<file path="src/rtl/sensor_conditioner.sv">
// sensor_conditioner: two identical, independent loop-detector channels.
// Each channel runs the raw level through a 2-flop synchronizer, debounces
// rises and falls, stretches presence by a hold time, and reports arrivals
// as a one-cycle pulse plus a wrapping 8-bit count.
// Optional build macro SENSOR_STUCK_DETECT_EN adds a per-channel stuck-sensor
// detector: a sensor that stays present for STUCK_CYCLES sets a sticky fault
// and forces the presence output high until reset.

// sensor_channel: one conditioned detector channel.
//
//   state      | meaning
//   -----------+-----------------------------------------------------------
//   ST_IDLE    | no vehicle, waiting for a high sync sample        (s=0)
//   ST_QUAL    | counting consecutive high samples toward a rise   (s=0)
//   ST_PRESENT | vehicle present, input high                       (s=1)
//   ST_RELEASE | input low, counting consecutive low samples       (s=1)
//   ST_HOLD    | fall qualified, stretching presence by hold time  (s=1)
module sensor_channel #(
  parameter int DEB_CYCLES   = 8,
  parameter int HOLD_CYCLES  = 16,
  parameter int STUCK_CYCLES = 1024
) (
  input  logic       clk,
  input  logic       reset_n,
  input  logic       raw_i,
  output logic       s_o,
  output logic       det_o,
  output logic [7:0] cnt_o,
  output logic       fault_o
);

  typedef enum logic [2:0] {
    ST_IDLE    = 3'd0,
    ST_QUAL    = 3'd1,
    ST_PRESENT = 3'd2,
    ST_RELEASE = 3'd3,
    ST_HOLD    = 3'd4
  } state_t;

  localparam logic [7:0] DEB_M1 = 8'(DEB_CYCLES - 1);
  localparam logic [7:0] HOLD_V = 8'(HOLD_CYCLES);

  state_t     state_q, state_d;
  logic [1:0] sync_q;
  logic [7:0] tmr_q, tmr_d;
  logic       s_q, s_d;
  logic       det_q, det_d;
  logic [7:0] cnt_q, cnt_d;
  logic       fault_d;
  logic       sync_s;

  assign sync_s = sync_q[1];

`ifdef SENSOR_STUCK_DETECT_EN
  localparam logic [16:0] STUCK_LIM = 17'(STUCK_CYCLES);

  logic [15:0] stk_q, stk_d;
  logic [16:0] stk_nxt;
  logic        fault_q;

  assign stk_nxt = {1'b0, stk_q} + 17'd1;

  // Count consecutive cycles spent in PRESENT; the fault is sticky until reset.
  always_comb begin
    stk_d   = '0;
    fault_d = fault_q;
    if (state_q == ST_PRESENT) begin
      stk_d = stk_q;
      if (!fault_q) begin
        stk_d = stk_nxt[15:0];
        if (stk_nxt >= STUCK_LIM) fault_d = 1'b1;
      end
    end
  end

  // Stuck counter and fault flag registers.
  always_ff @(posedge clk or negedge reset_n) begin
    if (!reset_n) begin
      stk_q   <= '0;
      fault_q <= 1'b0;
    end else begin
      stk_q   <= stk_d;
      fault_q <= fault_d;
    end
  end

  assign fault_o = fault_q;
`else
  // STUCK_CYCLES has no effect when stuck detection is not built.
  localparam logic STUCK_CFG_OK = (STUCK_CYCLES > 0);

  assign fault_d = 1'b0 & STUCK_CFG_OK;
  assign fault_o = 1'b0;
`endif

  // Next-state and output decode; the low-going debounce counts the
  // PRESENT->RELEASE edge as its first low sample.
  always_comb begin
    state_d = state_q;
    tmr_d   = tmr_q;
    det_d   = 1'b0;
    unique case (state_q)
      ST_IDLE: begin
        if (sync_s) begin
          if (DEB_CYCLES <= 1) begin
            state_d = ST_PRESENT;
            det_d   = 1'b1;
          end else begin
            state_d = ST_QUAL;
            tmr_d   = DEB_M1;
          end
        end
      end
      ST_QUAL: begin
        if (!sync_s) begin
          state_d = ST_IDLE;
        end else if (tmr_q <= 8'd1) begin
          state_d = ST_PRESENT;
          det_d   = 1'b1;
        end else begin
          tmr_d = tmr_q - 8'd1;
        end
      end
      ST_PRESENT: begin
        if (!sync_s) begin
          if (DEB_CYCLES > 1) begin
            state_d = ST_RELEASE;
            tmr_d   = DEB_M1;
          end else if (HOLD_CYCLES > 0) begin
            state_d = ST_HOLD;
            tmr_d   = HOLD_V;
          end else begin
            state_d = ST_IDLE;
          end
        end
      end
      ST_RELEASE: begin
        if (sync_s) begin
          state_d = ST_PRESENT;
        end else if (tmr_q <= 8'd1) begin
          if (HOLD_CYCLES > 0) begin
            state_d = ST_HOLD;
            tmr_d   = HOLD_V;
          end else begin
            state_d = ST_IDLE;
          end
        end else begin
          tmr_d = tmr_q - 8'd1;
        end
      end
      ST_HOLD: begin
        if (sync_s) begin
          state_d = ST_PRESENT;
        end else if (tmr_q <= 8'd1) begin
          state_d = ST_IDLE;
        end else begin
          tmr_d = tmr_q - 8'd1;
        end
      end
      default: state_d = ST_IDLE;
    endcase
    cnt_d = cnt_q + {7'd0, det_d};
    s_d   = (state_d == ST_PRESENT) || (state_d == ST_RELEASE) ||
            (state_d == ST_HOLD) || fault_d;
  end

  // Synchronizer, FSM state and registered outputs.
  always_ff @(posedge clk or negedge reset_n) begin
    if (!reset_n) begin
      sync_q  <= '0;
      state_q <= ST_IDLE;
      tmr_q   <= '0;
      s_q     <= 1'b0;
      det_q   <= 1'b0;
      cnt_q   <= '0;
    end else begin
      sync_q  <= {sync_q[0], raw_i};
      state_q <= state_d;
      tmr_q   <= tmr_d;
      s_q     <= s_d;
      det_q   <= det_d;
      cnt_q   <= cnt_d;
    end
  end

  assign s_o   = s_q;
  assign det_o = det_q;
  assign cnt_o = cnt_q;

endmodule

// Top level: road A and road B channels.
module sensor_conditioner #(
  parameter int DEB_CYCLES   = 8,
  parameter int HOLD_CYCLES  = 16,
  parameter int STUCK_CYCLES = 1024
) (
  input  logic       clk,
  input  logic       reset_n,
  input  logic       raw_a,
  input  logic       raw_b,
  output logic       sa,
  output logic       sb,
  output logic       det_a,
  output logic       det_b,
  output logic [7:0] cnt_a,
  output logic [7:0] cnt_b,
  output logic       fault_a,
  output logic       fault_b
);

  sensor_channel #(
    .DEB_CYCLES  (DEB_CYCLES),
    .HOLD_CYCLES (HOLD_CYCLES),
    .STUCK_CYCLES(STUCK_CYCLES)
  ) u_chan_a (
    .clk    (clk),
    .reset_n(reset_n),
    .raw_i  (raw_a),
    .s_o    (sa),
    .det_o  (det_a),
    .cnt_o  (cnt_a),
    .fault_o(fault_a)
  );

  sensor_channel #(
    .DEB_CYCLES  (DEB_CYCLES),
    .HOLD_CYCLES (HOLD_CYCLES),
    .STUCK_CYCLES(STUCK_CYCLES)
  ) u_chan_b (
    .clk    (clk),
    .reset_n(reset_n),
    .raw_i  (raw_b),
    .s_o    (sb),
    .det_o  (det_b),
    .cnt_o  (cnt_b),
    .fault_o(fault_b)
  );

endmodule

</file>
<file path="config.mk">
export PLATFORM = sky130hd
export DESIGN_NAME = sensor_conditioner
export DESIGN_NICKNAME = d
export VERILOG_FILES = /design/src/rtl/sensor_conditioner.sv
export SDC_FILE = /design/constraint.sdc
export NUM_CORES = 1
export LEC_CHECK = 0
export BUFFER_PORTS_ARGS = -buffer_cell sky130_fd_sc_hd__buf_2
export CORE_MARGIN = 2
export CORE_UTILIZATION = 62
export CTS_CLUSTER_SIZE = 25
export DETAILED_ROUTE_END_ITERATION = 10
export GPL_TIMING_DRIVEN = 0
export PLACE_DENSITY = 0.94
export SYNTH_ARGS = -nofsm -noshare
export SYNTH_HDL_FRONTEND = slang
export SYNTH_HIERARCHICAL = 1
export SYNTH_SLANG_ARGS = --single-unit
export TNS_END_PERCENT = 20
</file>
<file path="constraint.sdc">
create_clock -name clk -period 4 [get_ports clk]
set_input_delay 0.6 -clock clk [delete_from_list [all_inputs] [get_ports clk]]
set_output_delay 0.6 -clock clk [all_outputs]
set_load 0.1 [all_outputs]
</file>
==> results of run 1 <==
## per-stage QoR
| stage | util | instance area, um2 | setup WS [ns] | hold WS (ns) |
|---|---|---|---|---|
| floorplan | - | 2340 | 1.37 | 0.304 |
| global placement | 0.691 | 2510 | 1.10 | 0.333 |
| detailed placement | 0.691 | 2510 | 0.952 | 0.351 |
| CTS | 0.715 | 2600 | 0.929 | 0.370 |
| global route | 0.715 | 2600 | 0.653 | 0.372 |
| finish | 0.715 | 2600 | 0.876 | 0.367 |
## where the power goes
group	internal (mW)	total (mW)	switching [mW]
clock network	0.123	0.279	0.156
logic	0.212	0.656	0.444
registers	0.560	0.641	0.0816
## state kept, by name, summed over array words and instances (netlist names)
register,flops
u_chan_a/cnt_o,8
u_chan_a/det_o,1
u_chan_a/s_o,1
u_chan_a/state_q,3
u_chan_a/sync_q,2
u_chan_a/tmr_q,8
u_chan_b/cnt_o,8
u_chan_b/det_o,1
u_chan_b/s_o,1
u_chan_b/state_q,3
u_chan_b/sync_q,2
u_chan_b/tmr_q,8
## cells in the final DEF, fill, tap and decap left out, types with 2 or more instances in the layout
| cell | n |
|---|---|
| dfrtp_1 | 46 |
| buf_2 | 24 |
| nor2_1 | 18 |
| nand2_1 | 16 |
| o21ai_0 | 16 |
| a21oi_1 | 12 |
| inv_1 | 10 |
| nand3_1 | 9 |
| xnor2_1 | 8 |
| xor2_1 | 8 |
| ha_1 | 8 |
| clkbuf_8 | 5 |
| clkbuf_1 | 5 |
| and3_1 | 4 |
| nand2b_1 | 4 |
| o211ai_1 | 4 |
| mux2_2 | 4 |
| or3_1 | 4 |
| nor4_1 | 3 |
| nor3b_1 | 3 |
| a21o_1 | 3 |
| buf_6 | 3 |
| or3_2 | 3 |
| or4_1 | 2 |
| and2_1 | 2 |
| nor3_1 | 2 |
| o22ai_1 | 2 |
| buf_4 | 2 |
| conb_1 | 2 |
| a21boi_0 | 2 |
## worst paths after layout
path | from | endpoint | slack [ns]
hold / removal | u_chan_b/sync_q[0] | u_chan_b/sync_q[1] | 0.37
hold reg to reg | u_chan_b/sync_q[0] | u_chan_b/sync_q[1] | 0.37
setup / recovery | u_chan_a/tmr_q[3] | u_chan_a/cnt_o[6] | 0.88
setup reg to reg | u_chan_a/tmr_q[3] | u_chan_a/cnt_o[6] | 0.88
max in group asynchronous | reset_n | u_chan_a/tmr_q[5] | 2.95
min in group asynchronous | reset_n | u_chan_b/tmr_q[5] | 0.45
## layout make-up
type | count | area, um2 | area share
multi-input cells | 162 | 1080 | 0.415
plain buffers | 10 | 68.8 | 0.0265
flip-flops and latches | 46 | 1150 | 0.443
well taps | 48 | 60.1 | 0.0231
repair buffers | 23 | 115 | 0.0443
clock buffers | 6 | 72.6 | 0.0279
inverters | 10 | 37.5 | 0.0145
clock inverters | 2 | 13.8 | 0.00530
## kinds of logic (layout without fill, tap and decap cells)
group                      count (synthesis)  count (layout)  synth area share
muxes                                      5               5            0.0236
other                                      2               2           0.00321
AOI/OAI and AO/OA                         54              54             0.159
DFF                                       46              46             0.493
adders and majority gates                  8               8            0.0429
xor gates and xnor gates                  16              16            0.0600
and+or+nand+nor                           77              77             0.173
buffers and inverters                     20              51            0.0455
## critical path: cells and delay by family (launching register included)
family | cells | cell delay (ns)
simple gates | 5 | 2.10
flops | 1 | 0.42
xor+xnor | 1 | 0.13
fa+ha+maj | 2 | 0.36
## layer usage
layer	vias up	GRT usage	wire, um
met5	-	0	0
met4	0	0.0677	53
met3	6	0.0565	179
met2	44	0.407	2260
met1	856	0.255	1800
li1	860	-	-
==> results.txt, run 1 <==
synth unique cells: 52
Hold Crit Class: register to register
hold_buf cts: 0
Die W: 65.4 um
max frequency: 320 MHz
max-cap viol count: 0
DRT Pass-1 Iters: 4
relative slew slack: 0.259
Hold Path Cell Cnt: 0
status: completed
Initial Util: 0.643
post-CTS sizing: 0
full die area: 4270 um2
cells on worst reg2reg path: 8
CP arrival: 3.31 ns
EDFF count, synth: 0
sequential fraction of the synthesis area: 0.493
setup TNS: 0 ns
Crit. End Element: register
Req. time, crit path: 4.19 ns
GP Congestion: 0.808
Main synth FF type: dfrtp_1
CTS tree: yes
Iteration-0 DRC Markers: 108
Final period util: 0.781
initial antenna violation count: 0
Vias/cell: 5.75
final setup vio count: 0
asr flop ratio synth: 1.00
postcts setup bufs: 0
Die H: 65.4 um
number of core rows: 22
Avg Inst Size Synth: 10.2 um2
Netlist Area Pre-Place: 2340 um2
CTS Buf Count: 5
clock-pin slew on the worst setup and hold paths: 0.09 ns
Final Hold Viols: 0
via count: 1766
GRT Util Overall: 0.223
port bufs: 23
RSZ-0062 raised after global routing: false
Yosys top cell area share: 0.493
largest cells by area after synthesis: dfrtp_1 (49%), ha_1 (4.3%), o21ai_0 (3.4%)
Clock Tree Root: clkbuf_8
Layout Cells excl Fill: 307
flops & latches, synth: 46
total wire length: 4.29 mm
Routed wire per std cell: 14.0 um
crit path cell chain: or4_1, nor4_1, and3_1, ha_1, ha_1, and3_1, nand3_1, xnor2_1
Core Box Area: 3630 um2
DP HPWL: 3.13 mm
vias in the first global route: 1741
Setup crit start kind: register
diode count: 0
Yosys top cell by area: dfrtp_1
Peak VDD IR: 0.392 mV
Layout fillers: 248
PnR Total Power: 1.58 mW
nets: 270
CTS Buffer Depth: 2
Setup CP Type: register to register
final count of pins violating max slew: 0
layout cells sized above 1: 0.197
Post-Synthesis Cells: 228
num ports: 26
Area Overhead vs Synth: 11.2%
Net Count, Synth: 240
Period minus WS final: 3.12 ns
placed cells: 299
synth warn: 6
CP Max Fanout: 7
DRC: 0
grt total ovfl: 0
most frequent cell after synthesis: dfrtp_1
clock sink total: 46
pwr dens: 607 nW/um2
CTS H-Tree Depth: 2
Clk Latency, worst-skew pair: 0.30 ns
leak pwr: 1.28 nW
critical path's slowest cell: nor4_1
Routed Antenna Nets: 0
clk_skew: 0.00583 ns
largest net degree at the start of global routing: 47
first-pass GRT wire length: 7.33 mm
top post-synthesis cells by count: dfrtp_1 (46), nor2_1 (18), nand2_1 (16), o21ai_0 (16), a21oi_1 (12)
CP peak stage delay: 0.91 ns
worst-margin pin slew: 1.10 ns
Power figures use the tool's default switching activity.
==> run 2, diff against run 1 <==
--- a/config.mk
+++ b/config.mk
@@ -7,11 +7,11 @@
 export LEC_CHECK = 0
 export BUFFER_PORTS_ARGS = -buffer_cell sky130_fd_sc_hd__buf_2
 export CORE_MARGIN = 2
-export CORE_UTILIZATION = 62
+export CORE_UTILIZATION = 52
 export CTS_CLUSTER_SIZE = 25
 export DETAILED_ROUTE_END_ITERATION = 10
 export GPL_TIMING_DRIVEN = 0
-export PLACE_DENSITY = 0.94
+export PLACE_DENSITY = 0.85
 export SYNTH_ARGS = -nofsm -noshare
 export SYNTH_HDL_FRONTEND = slang
 export SYNTH_HIERARCHICAL = 1
==> constraint.sdc (replaced) <==
create_clock -name clk -period 2.6 [get_ports clk]
set_input_delay 0.39 -clock clk [delete_from_list [all_inputs] [get_ports clk]]
set_output_delay 0.39 -clock clk [all_outputs]
set_load 0.1 [all_outputs]
==> results.txt, run 2 (synthesized netlist as in run 1, its figures left out) <==
status: completed
diode count: 0 (unchanged)
Routed wire per std cell: 13.8 um (-1.3%)
Setup CP Type: register to register
CP arrival: 2.66 ns (-0.65 ns)
final setup vio count: 0 (unchanged)
DRT Pass-1 Iters: 4 (unchanged)
Core Box Area: 4350 um2 (+20%)
CTS tree: yes
most common cell after layout, fill and taps aside: dfrtp_1
reg2reg setup slack: 0.13 ns (-0.75 ns)
Top delay family on crit path: simple AND/OR/NAND/NOR gates
Routed Antenna Nets: 0 (unchanged)
nets: 275 (+1.9%)
number of core rows: 24 (+9.1%)
vias in the first global route: 1739 (-0.11%)
critical path's slowest cell: or4_4
worst-margin pin slew: 0.978 ns (-0.124 ns)
hold_buf cts: 0 (unchanged)
Period minus WS final: 2.47 ns (-0.651 ns)
Area Overhead vs Synth: 15.5%
Hold Crit Class: primary input to register
largest net degree at the start of global routing: 47 (unchanged)
total wire length: 4.36 mm (+1.6%)
initial antenna violation count: 0 (unchanged)
most frequent cells in the layout: dfrtp_1 (46), buf_2 (24), nor2_1 (18)
Final period util: 0.951 (+0.170)
full die area: 5040 um2 (+18%)
final count of pins violating max slew: 0 (unchanged)
DP HPWL: 3.02 mm (-3.3%)
Crit. End Element: register
CP Max Fanout: 5 (-2)
CP peak stage delay: 0.58 ns (-0.33 ns)
Final Hold Slack: 0.195 ns (-0.172 ns)
CTS H-Tree Depth: 2 (unchanged)
Buf+Inv Stages, Crit Path: 0 (unchanged)
clock-pin slew on the worst setup and hold paths: 0.08 ns (about the same)
Peak VDD IR: 0.646 mV (+65%)
Final Hold Viols: 0 (unchanged)
clock sink total: 46 (unchanged)
Setup crit start kind: register
pwr dens: 965 nW/um2 (+59%)
crit path cell chain: or4_4, nor4_4, and3_4, ha_1, ha_1, and3_1, nand3_1, xnor2_1
Clock Tree Root: clkbuf_8
final core utilization: 0.620 (-0.0950)
crit-path most repeated cell: ha_1
clk_skew: 0.00526 ns (-0.000571 ns)
Initial Util: 0.536 (-0.106)
DRC: 0 (unchanged)
max-cap viol count: 0 (unchanged)
layout cells sized above 1: 0.235 (+0.0379)
Clk Latency, worst-skew pair: 0.29 ns (about the same)
Multi-input gate area: 1110 um2 (+3.4%)
Die H: 71.0 um (+8.6%)
via count: 1787 (+1.2%)
port bufs: 23 (unchanged)
Die W: 71.0 um (+8.6%)
CTS Buf Count: 5 (unchanged)
max frequency: 404 MHz (+26%)
Req. time, crit path: 2.78 ns (-1.41 ns)
GP Congestion: 0.870 (+7.6%)
leak pwr: 1.32 nW (+2.9%)
Vias/cell: 5.66 (-1.7%)
Iteration-0 DRC Markers: 88 (-19%)
first-pass GRT wire length: 7.48 mm (+2.1%)
Layout fillers: 336 (+35%)
relative slew slack: 0.348 (+0.0892)
num ports: 26 (unchanged)
GRT Util Overall: 0.183 (-0.0400)
CTS Buffer Depth: 2 (unchanged)
grt total ovfl: 0 (unchanged)
Seq. cell area: 1150 um2 (unchanged)
[run 2: final cells by class]
cell class | count | share of cell area
Multi-Input combinational cell | 162 | 0.413
Clock inverter | 3 | 0.0148
Buffer | 10 | 0.0255
Clock buffer | 5 | 0.0255
Tap cell | 52 | 0.0241
Timing Repair Buffer | 28 | 0.0566
Sequential cell | 46 | 0.427
Inverter | 10 | 0.0139
[run 2: path summary, 6_finish.rpt]
check | cells past startpoint | endpoint | from
min | 1 | u_chan_a/sync_q[0] | raw_a
min reg2reg | 0 | u_chan_a/sync_q[1] | u_chan_a/sync_q[0]
min in group asynchronous | 1 | u_chan_b/cnt_o[5] | reset_n
max | 8 | u_chan_a/cnt_o[6] | u_chan_a/tmr_q[3]
max reg2reg | 8 | u_chan_a/cnt_o[6] | u_chan_a/tmr_q[3]
max in group asynchronous | 1 | u_chan_a/tmr_q[7] | reset_n
[run 2: report_power, final]
group          leakage [nW]  switching, mW  internal (mW)
Sequential            0.600          0.137          0.861
Clock                0.0579          0.237          0.283
Combinational         0.661          0.715          0.373
[run 2: timing repair]
action | CTS | global route
buffers inserted | 0 | 5
pin swaps | 1 | 2
resized for setup | 2 | 3
endpoints found under the setup margin | 5 | 3
[run 2: stage by stage]
step                setup slack (ns)  std cells  power, mW  cell area, um2  TNS [ns]
floorplan                      0.125        228       1.80            2340         0
detailed placement            -0.148        303       2.00            2520    -0.340
finish                         0.127        316       2.61            2700         0
global placement             -0.0650        303       1.96            2520    -0.110
global route                 -0.0125        316       2.76            2700   -0.0195
CTS                           0.0423        311       2.55            2650         0
[run 2: layer usage]
metal  part of all wire  routed length (um)  global-route usage
met5                  0                   0                   0
met2               0.51                2220               0.313
met3              0.030                 131              0.0313
met1               0.45                1950               0.233
met4              0.014                  59              0.0671
==> run 3, diff against run 2 <==
--- a/config.mk
+++ b/config.mk
@@ -12,6 +12,7 @@
 export DETAILED_ROUTE_END_ITERATION = 10
 export GPL_TIMING_DRIVEN = 0
 export PLACE_DENSITY = 0.85
+export RECOVER_POWER = 100
 export SYNTH_ARGS = -nofsm -noshare
 export SYNTH_HDL_FRONTEND = slang
 export SYNTH_HIERARCHICAL = 1
==> results.txt, run 3 (synthesized netlist as in run 1, its figures left out) <==
Req. time, crit path: 2.79 ns (about the same)
number of core rows: 24 (unchanged)
routing usage on met1: 0.233 (unchanged)
grt total ovfl: 0 (unchanged)
CTS Buffer Depth: 2 (unchanged)
Vias/cell: 5.68 (+0.50%)
Seq. cell area: 1150 um2 (unchanged)
Routed Antenna Nets: 0 (unchanged)
GR met2 Demand/Resource: 0.313 (unchanged)
Routed wire per std cell: 13.8 um (+0.37%)
final count of pins violating max slew: 0 (unchanged)
PnR Total Power: 2.60 mW (-0.35%)
via count: 1796 (+0.50%)
total wire length: 4.38 mm (+0.37%)
Iteration-0 DRC Markers: 87 (-1.1%)
largest net degree at the start of global routing: 47 (unchanged)
initial antenna violation count: 0 (unchanged)
max frequency: 405 MHz (+0.25%)
WHS Endpoint: u_chan_a/sync_q[0]
HP Start: raw_a
R2R Path End: u_chan_a/cnt_o[6]
worst reg2reg path startpoint: u_chan_a/tmr_q[3]
CTS H-Tree Depth: 2 (unchanged)
setup TNS: 0 ns (unchanged)
layout cells sized above 1: 0.159 (-0.0758)
Final Hold Slack: 0.195 ns (-0.000148 ns)
clock sink total: 46 (unchanged)
Setup crit start kind: register
Final period util: 0.949 (-0.00239)
DRC: 0 (unchanged)
pwr dens: 971 nW/um2 (+0.58%)
vias in the first global route: 1739 (unchanged)
worst-margin pin slew: 1.18 ns (+0.202 ns)
most frequent cells in the layout: dfrtp_1 (46), clkbuf_1 (24), nor2_1 (18)
max-cap viol count: 0 (unchanged)
Clk Latency, worst-skew pair: 0.29 ns (about the same)
hold_buf cts: 0 (unchanged)
most common cell after layout, fill and taps aside: dfrtp_1
Core Box Area: 4350 um2 (unchanged)
full die area: 5040 um2 (unchanged)
num ports: 26 (unchanged)
Die H: 71.0 um (unchanged)
reg2reg setup slack: 0.13 ns (about the same)
Initial Util: 0.536 (unchanged)
final instance area: 2670 um2 (-0.93%)
Area Overhead vs Synth: 14.5%
CP Max Fanout: 5 (unchanged)
M3 GR Usage: 0.0313 (unchanged)
Peak VDD IR: 0.645 mV (-0.14%)
relative slew slack: 0.217 (-0.131)
Multi-input gate area: 1110 um2 (unchanged)
GP Congestion: 0.870 (unchanged)
GR peak layer: met2
Die W: 71.0 um (unchanged)
clock-pin slew on the worst setup and hold paths: 0.08 ns (about the same)
Setup CP Type: register to register
leak pwr: 1.23 nW (-6.5%)
CTS Buf Count: 5 (unchanged)
Hold Path Cell Cnt: 1 (unchanged)
DP HPWL: 3.02 mm (unchanged)
Hold Crit Class: primary input to register
CTS tree: yes
first-pass GRT wire length: 7.48 mm (unchanged)
GRT Util Overall: 0.183 (unchanged)
diode count: 0 (unchanged)
Layout fillers: 351 (+4.5%)
port bufs: 23 (unchanged)
status: completed
DP Area: 2520 um2 (unchanged)
Crit. End Element: register
CP arrival: 2.65 ns (about the same)
cells on worst reg2reg path: 8 (unchanged)
DRT Pass-1 Iters: 4 (unchanged)
nets: 275 (unchanged)
Final Hold Viols: 0 (unchanged)
Clock Tree Root: clkbuf_8
final setup vio count: 0 (unchanged)
Period minus WS final: 2.47 ns (-0.00621 ns)
clk_skew: 0.00517 ns (-0.0000918 ns)
## run 3: changes by cell type in the layout (fill, tap and decap cells not counted)
cell / change
clkbuf_2: +1
buf_2: -21
clkbuf_1: +20
## run 3: what timing repair did
item	in CTS	in global routing
hold endpoints to repair	0	0
setup buffers	0	5
gates resized for setup	2	3
pin swaps	1	2
endpoints found under the setup margin	5	3
## run 3: layout make-up
type | count | area share
clock buffers | 5 | 0.0257
well taps | 52 | 0.0243
clock inverters | 3 | 0.0150
plain buffers | 10 | 0.0257
inverters | 10 | 0.0140
flip-flops and latches | 46 | 0.431
multi-input cells | 162 | 0.417
repair buffers | 28 | 0.0477
## run 3: worst max path at each step
stage / start / endpoint / slack, ns / depth (start not counted)
2_1_floorplan: u_chan_a/tmr_q[3] / u_chan_a/cnt_o[6] / 0.12 / 8
3_3_place_gp: u_chan_a/tmr_q[3] / u_chan_a/cnt_o[6] / -0.06 / 8
3_5_place_dp: u_chan_a/tmr_q[3] / u_chan_a/cnt_o[7] / -0.15 / 8
4_1_cts: u_chan_a/tmr_q[3] / u_chan_a/cnt_o[6] / 0.04 / 8
5_1_grt: u_chan_a/tmr_q[3] / u_chan_a/cnt_o[6] / -0.01 / 8
6_report: u_chan_a/tmr_q[3] / u_chan_a/cnt_o[6] / 0.13 / 8
## run 3: metrics by stage
| step | util | setup WS (ns) | instances |
|---|---|---|---|
| floorplan | - | 0.125 | 228 |
| global placement | 0.579 | -0.0650 | 303 |
| detailed placement | 0.579 | -0.148 | 303 |
| CTS | 0.608 | 0.0423 | 311 |
| global route | 0.614 | -0.0128 | 316 |
| finish | 0.614 | 0.133 | 316 |
## run 3: per-layer routing
layer  up-vias  wire [um]
met5         -          0
met3         6        146
met2        36       2210
met1       887       1960
met4         0         60
li1        867          -
## run 3: power breakdown
group,internal [mW],total (mW),switching [mW]
Clock,0.283,0.520,0.237
Combinational,0.363,1.08,0.714
Sequential,0.861,0.999,0.138
## run 3: critical path: stages, from the launching register on
cell and delay [ns]:
dfrtp_1 0.42, or4_4 0.58, nor4_4 0.32, and3_4 0.25
ha_1 0.17, ha_1 0.18, and3_1 0.20, nand3_1 0.10
xnor2_1 0.13
